==> config.mk <==
export PLATFORM = sky130hd
export DESIGN_NAME = pulse_swallow_div
export DESIGN_NICKNAME = d
export VERILOG_FILES = /design/src/rtl/pulse_swallow_div.sv
export SDC_FILE = /design/constraint.sdc
export NUM_CORES = 1
export LEC_CHECK = 0
export CORE_UTILIZATION = 50
export CTS_BUF_LIST = sky130_fd_sc_hd__clkbuf_16
export DETAILED_ROUTE_END_ITERATION = 10
export PLACE_DENSITY = 0.69
export RECOVER_POWER = 100
export SETUP_SLACK_MARGIN = 0.05
export SLEW_MARGIN = 0
export SYNTH_ARGS = -nofsm -noshare
export SYNTH_HDL_FRONTEND = slang
export SYNTH_SLANG_ARGS = --single-unit
==> constraint.sdc <==
create_clock -name clk_in -period 2.81 [get_ports clk_in]
set_clock_uncertainty 0.2 [all_clocks]
set_input_delay 0.4215 -clock clk_in [delete_from_list [all_inputs] [get_ports clk_in]]
set_output_delay 0.4215 -clock clk_in [all_outputs]
set_load 0.05 [all_outputs]
==> src/rtl/pulse_swallow_div.sv <==
// Pulse-swallow programmable clock divider: N = M*P + S clk_in cycles per period.
// The first S prescaler cycles run at /(P+1), the rest at /P; config changes apply at period start.
module pulse_swallow_div #(
  parameter int unsigned P   = 4,
  parameter int unsigned M_W = 6,
  parameter int unsigned S_W = 3
) (
  input  logic           clk_in,
  input  logic           rst_b,
  input  logic           load,
  input  logic [M_W-1:0] m_val,
  input  logic [S_W-1:0] s_val,
  input  logic           duty_mode,
  output logic           clk_out,
  output logic           mod_ctl,
  output logic           cfg_err
);

  localparam int unsigned NMAX = ((1 << M_W) - 1) * P + ((1 << S_W) - 1);
  localparam int unsigned NW   = $clog2(NMAX + 1);
  localparam int unsigned PW   = $clog2(P + 1);
  localparam int unsigned CW   = (M_W > S_W) ? M_W : S_W;

  typedef enum logic {ST_IDLE, ST_RUN} state_t;

  state_t         state_q;
  logic [PW-1:0]  pre_q;
  logic [M_W-1:0] cyc_q;
  logic [NW-1:0]  t_q;
  logic [NW-1:0]  half_q;
  logic [M_W-1:0] m_act_q, m_pend_q;
  logic [S_W-1:0] s_act_q, s_pend_q;
  logic           duty_q;
  logic           clk_out_q, mod_ctl_q, cfg_err_q;

  logic           pre_last, period_last, boundary, cfg_valid;
  logic [M_W-1:0] cyc_d;
  logic [NW-1:0]  t_d;
  logic [NW-1:0]  n_pend, half_pend;

  always_comb begin
    // mod_ctl_q already describes the current prescaler cycle, so it selects the modulus.
    pre_last    = mod_ctl_q ? (pre_q == PW'(P)) : (pre_q == PW'(P - 1));
    period_last = pre_last && (cyc_q == m_act_q - M_W'(1));
    boundary    = (state_q == ST_IDLE) || period_last;
    cyc_d       = cyc_q + M_W'(1);
    t_d         = t_q + NW'(1);
    n_pend      = NW'(m_pend_q) * NW'(P) + NW'(s_pend_q);
    half_pend   = n_pend >> 1;
    cfg_valid   = (m_val != '0) && (CW'(s_val) <= CW'(m_val));
  end

  always_ff @(posedge clk_in or negedge rst_b) begin
    if (!rst_b) begin
      state_q   <= ST_IDLE;
      pre_q     <= '0;
      cyc_q     <= '0;
      t_q       <= '0;
      half_q    <= NW'(P / 2);
      m_act_q   <= M_W'(1);
      s_act_q   <= '0;
      m_pend_q  <= M_W'(1);
      s_pend_q  <= '0;
      duty_q    <= 1'b0;
      clk_out_q <= 1'b0;
      mod_ctl_q <= 1'b0;
      cfg_err_q <= 1'b0;
    end else begin
      state_q <= ST_RUN;
      if (load) begin
        if (cfg_valid) begin
          m_pend_q  <= m_val;
          s_pend_q  <= s_val;
          cfg_err_q <= 1'b0;
        end else begin
          cfg_err_q <= 1'b1;
        end
      end
      if (boundary) begin
        m_act_q   <= m_pend_q;
        s_act_q   <= s_pend_q;
        half_q    <= half_pend;
        duty_q    <= duty_mode;
        pre_q     <= '0;
        cyc_q     <= '0;
        t_q       <= '0;
        clk_out_q <= 1'b1;
        mod_ctl_q <= (s_pend_q != '0);
      end else begin
        t_q       <= t_d;
        clk_out_q <= duty_q && (t_d < half_q);
        if (pre_last) begin
          pre_q     <= '0;
          cyc_q     <= cyc_d;
          mod_ctl_q <= CW'(cyc_d) < CW'(s_act_q);
        end else begin
          pre_q <= pre_q + PW'(1);
        end
      end
    end
  end

  assign clk_out = clk_out_q;
  assign mod_ctl = mod_ctl_q;
  assign cfg_err = cfg_err_q;

endmodule
==> impl_metrics.csv <==
group,metric,value,unit
clocking,clock_sinks,48,
synth,yosys.area.top_type_share,44.3,%
synth,async_reset_ff_share,100,%
detailed_routing,drt_pass1_iterations,4,
sta,timing.fmax,390,MHz
grt,grtUsageTotal,17.6,%
synth,yosys.cell_types.count,35,
pwr,vdd_ir_drop_max,504,uV
min_path,hp-class,"flop to flop",
synth,synthTopCellsByCount,"dfrtp_1 (45), mux2_2 (22), inv_1 (19)",
synth,syn_inst,226,
detailed_routing,route.detailed.wl_per_inst,13.0,um
grt,first_global_vias,1518,
detailed_routing,routed-via-count,1613,
pwr,p_leak,1.38,nW
detailed_routing,first_iter_violations,48,
grt,antenna_found_initial,0,
die,dieHeight,73.3,um
synth,yosysTopAreaCell,"dfrtp_1",
clocking,clock_tree.buffer_depth,2,
worst_setup_path,cp-start-kind,"primary input",
grt,grt_start_max_net_pins,29,
sta,period_share,91.1,%
clocking,clock_latency,0.28,ns
synth,syn_area,0.00254,mm2
sta,rsz0062_at_grt,"false",
detailed_routing,drcViolationCount,0,
synth,synth_edf_count,0,
pwr,p_per_area,610,mW/mm2
finish,drive_above_1_share,14.3,%
clocking,path_clk_slew,0.06,ns
clocking,post_cts_buffers,0,
placed_design,gp_congestion,0.741,
placed_design,portBuffers,15,
die,fp.coreArea,0.00482,mm2
finish,layout.nets,281,
finish,insertedDiodeCount,0,
grt,grt.overflow.total,0,
placed_design,placed_cell_area,0.00278,mm2
die,start_util,52.7,%
die,std_cell_rows,25,
clocking,numCtsBuffers,5,
worst_setup_path,r2r_slack,0.31,ns
detailed_routing,routed_wl,4130,um
worst_setup_path,path_max_fanout,6,
synth,synth_ff_type,"dfrtp_1",
sta,finalSetupTns,0,ns
detailed_routing,ant_nets,0,
clocking,ctsHtreeMaxLevel,2,
sta,hold_viol_final,0,
sta,slew_headroom,27.7,%
die,pin_count,16,
synth,yosys_warnings,0,
worst_setup_path,worstSetupPathType,"primary input to flop",
clocking,root_buffer,"clkbuf_16",
run_status,status,"complete, no violations",
worst_setup_path,critPathArrivalTime,2.52,ns
grt,grt_pass1_wl,7110,um
placed_design,place_hpwl,3060,um
flow_run,max_cap_violations,0,
finish,final_area,0.00294,mm2
synth,synth_fp_nets,257,
sta,setup_viol,0,
die,die_x,73.3,um
sta,worst_slew_pin_slew,1.08,ns
synth,ys_ff_latch,48,
detailed_routing,via_per_inst,5.07,
sta,slew_viol_final,0,
synth,synth.most_common_cell,"dfrtp_1",
worst_setup_path,worstPathRequired,2.77,ns
worst_setup_path,end_kind,"flop",
die,die_area,0.00537,mm2
sta,finalCriticalPeriod,2.56,ns
synth,synth_area_leaders,"dfrtp_1 (44%), mux2_2 (9.8%), ha_1 (8.9%)",
synth,avgSynthCellArea,11.2,um2
synth,yosysSeqAreaShare,47.4,%
clocking,cts_tree,"built",
finish,areaGrowthSynthToFinish,15.8,%
[kinds of logic (layout without fill, tap and decap cells)]
| family | Yosys count | in the layout | synth area share [%] |
|---|---|---|---|
| simple gates | 61 | 61 | 12.2 |
| flops | 48 | 48 | 47.4 |
| mux | 28 | 28 | 12.1 |
| xor+xnor | 25 | 25 | 8.62 |
| buf+inv | 25 | 50 | 4.29 |
| compound gates | 20 | 20 | 6.31 |
| fa+ha+maj | 18 | 18 | 8.87 |
| other cells | 1 | 1 | 0.148 |
[sequential cells by signal, indices dropped and copies added, names as in the netlist]
name	count
cfg_err	1
state_q	1
t_q	9
clk_out	1
duty_q	1
s_pend_q	3
half_q	7
mod_ctl	1
s_act_q	3
m_pend_q	6
cyc_q	6
m_act_q	6
pre_q	3
[per-stage QoR]
stage / utilization [%] / setup slack, ns / hold WS [ns] / power, W / std cells
floorplan: - / 0.0885 / -0.0741 / 0.00106 / 226
global placement: 57.8 / 0.204 / 0.186 / 0.00115 / 309
detailed placement: 57.8 / 0.171 / 0.199 / 0.00117 / 309
CTS: 61.4 / 0.318 / 0.300 / 0.00182 / 318
global route: 61.1 / 0.100 / 0.322 / 0.00189 / 318
finish: 61.1 / 0.249 / 0.301 / 0.00179 / 318
[power by group]
| group | internal [W] | switching (W) | total, W | leakage (nW) |
|---|---|---|---|---|
| clock | 0.000413 | 0.000234 | 0.000647 | 0.0864 |
| combinational | 0.000155 | 0.000151 | 0.000305 | 0.698 |
| sequential | 0.000774 | 0.0000672 | 0.000841 | 0.593 |
[final timing paths]
kind / startpoint / depth (start not counted) / end
max: m_val[1] / 9 / s_pend_q[2]
min: pre_q[0] / 1 / pre_q[0]
max reg2reg: m_act_q[1] / 6 / m_act_q[2]
min reg2reg: pre_q[0] / 1 / pre_q[0]
max in group asynchronous: rst_b / 3 / cyc_q[2]
min in group asynchronous: rst_b / 2 / cfg_err
[critical path, stage by stage]
cell           delay (ns)
dlygate4sd3_1        0.57
inv_1                0.05
ha_1                 0.30
nor2b_1              0.13
o21ai_0              0.14
a32oi_1              0.07
a21oi_1              0.18
clkbuf_1             0.29
mux2_2               0.37
[placed cells by master (no fill, tap or decap), types with 4 or more instances in the layout]
cell type / netlist / routed
and3_1: 4 / 4
clkbuf_1: 3 / 4
clkbuf_16: 0 / 5
clkdlybuf4s50_1: 0 / 10
dfrtp_1: 45 / 45
dlygate4sd3_1: 0 / 5
ha_1: 18 / 18
inv_1: 19 / 21
mux2_2: 22 / 22
mux2i_1: 6 / 6
nand2_1: 10 / 10
nand3_1: 7 / 7
nor2_1: 16 / 16
nor2b_1: 8 / 8
nor3_1: 5 / 5
xnor2_1: 11 / 11
xor2_1: 14 / 14
[repair_timing]
item,4_1_cts,5_1_grt
gates resized for setup,0,0
hold endpoints to repair,20,0
hold buffers,1,0
[area by class of cell]
cell class / instances / area, um2
well taps: 67 / 83.8
repair buffers: 23 / 193
multi-input cells: 153 / 1230
flip-flops and latches: 48 / 1200
inverters: 19 / 71.3
fillers: 435 / 1880
clock buffers: 5 / 125
clock inverters: 3 / 37.5
[layer usage]
layer | vias up | wire, um | share of wire [%] | GRT usage, %
met5 | - | 0 | 0 | 0
met1 | 773 | 2110 | 51 | 24.8
li1 | 824 | - | - | -
met3 | 4 | 71 | 1.7 | 3.29
met2 | 12 | 1910 | 46 | 27.5
met4 | 0 | 38 | 0.92 | 5.88
No activity file was read; power rests on OpenSTA's default activity.
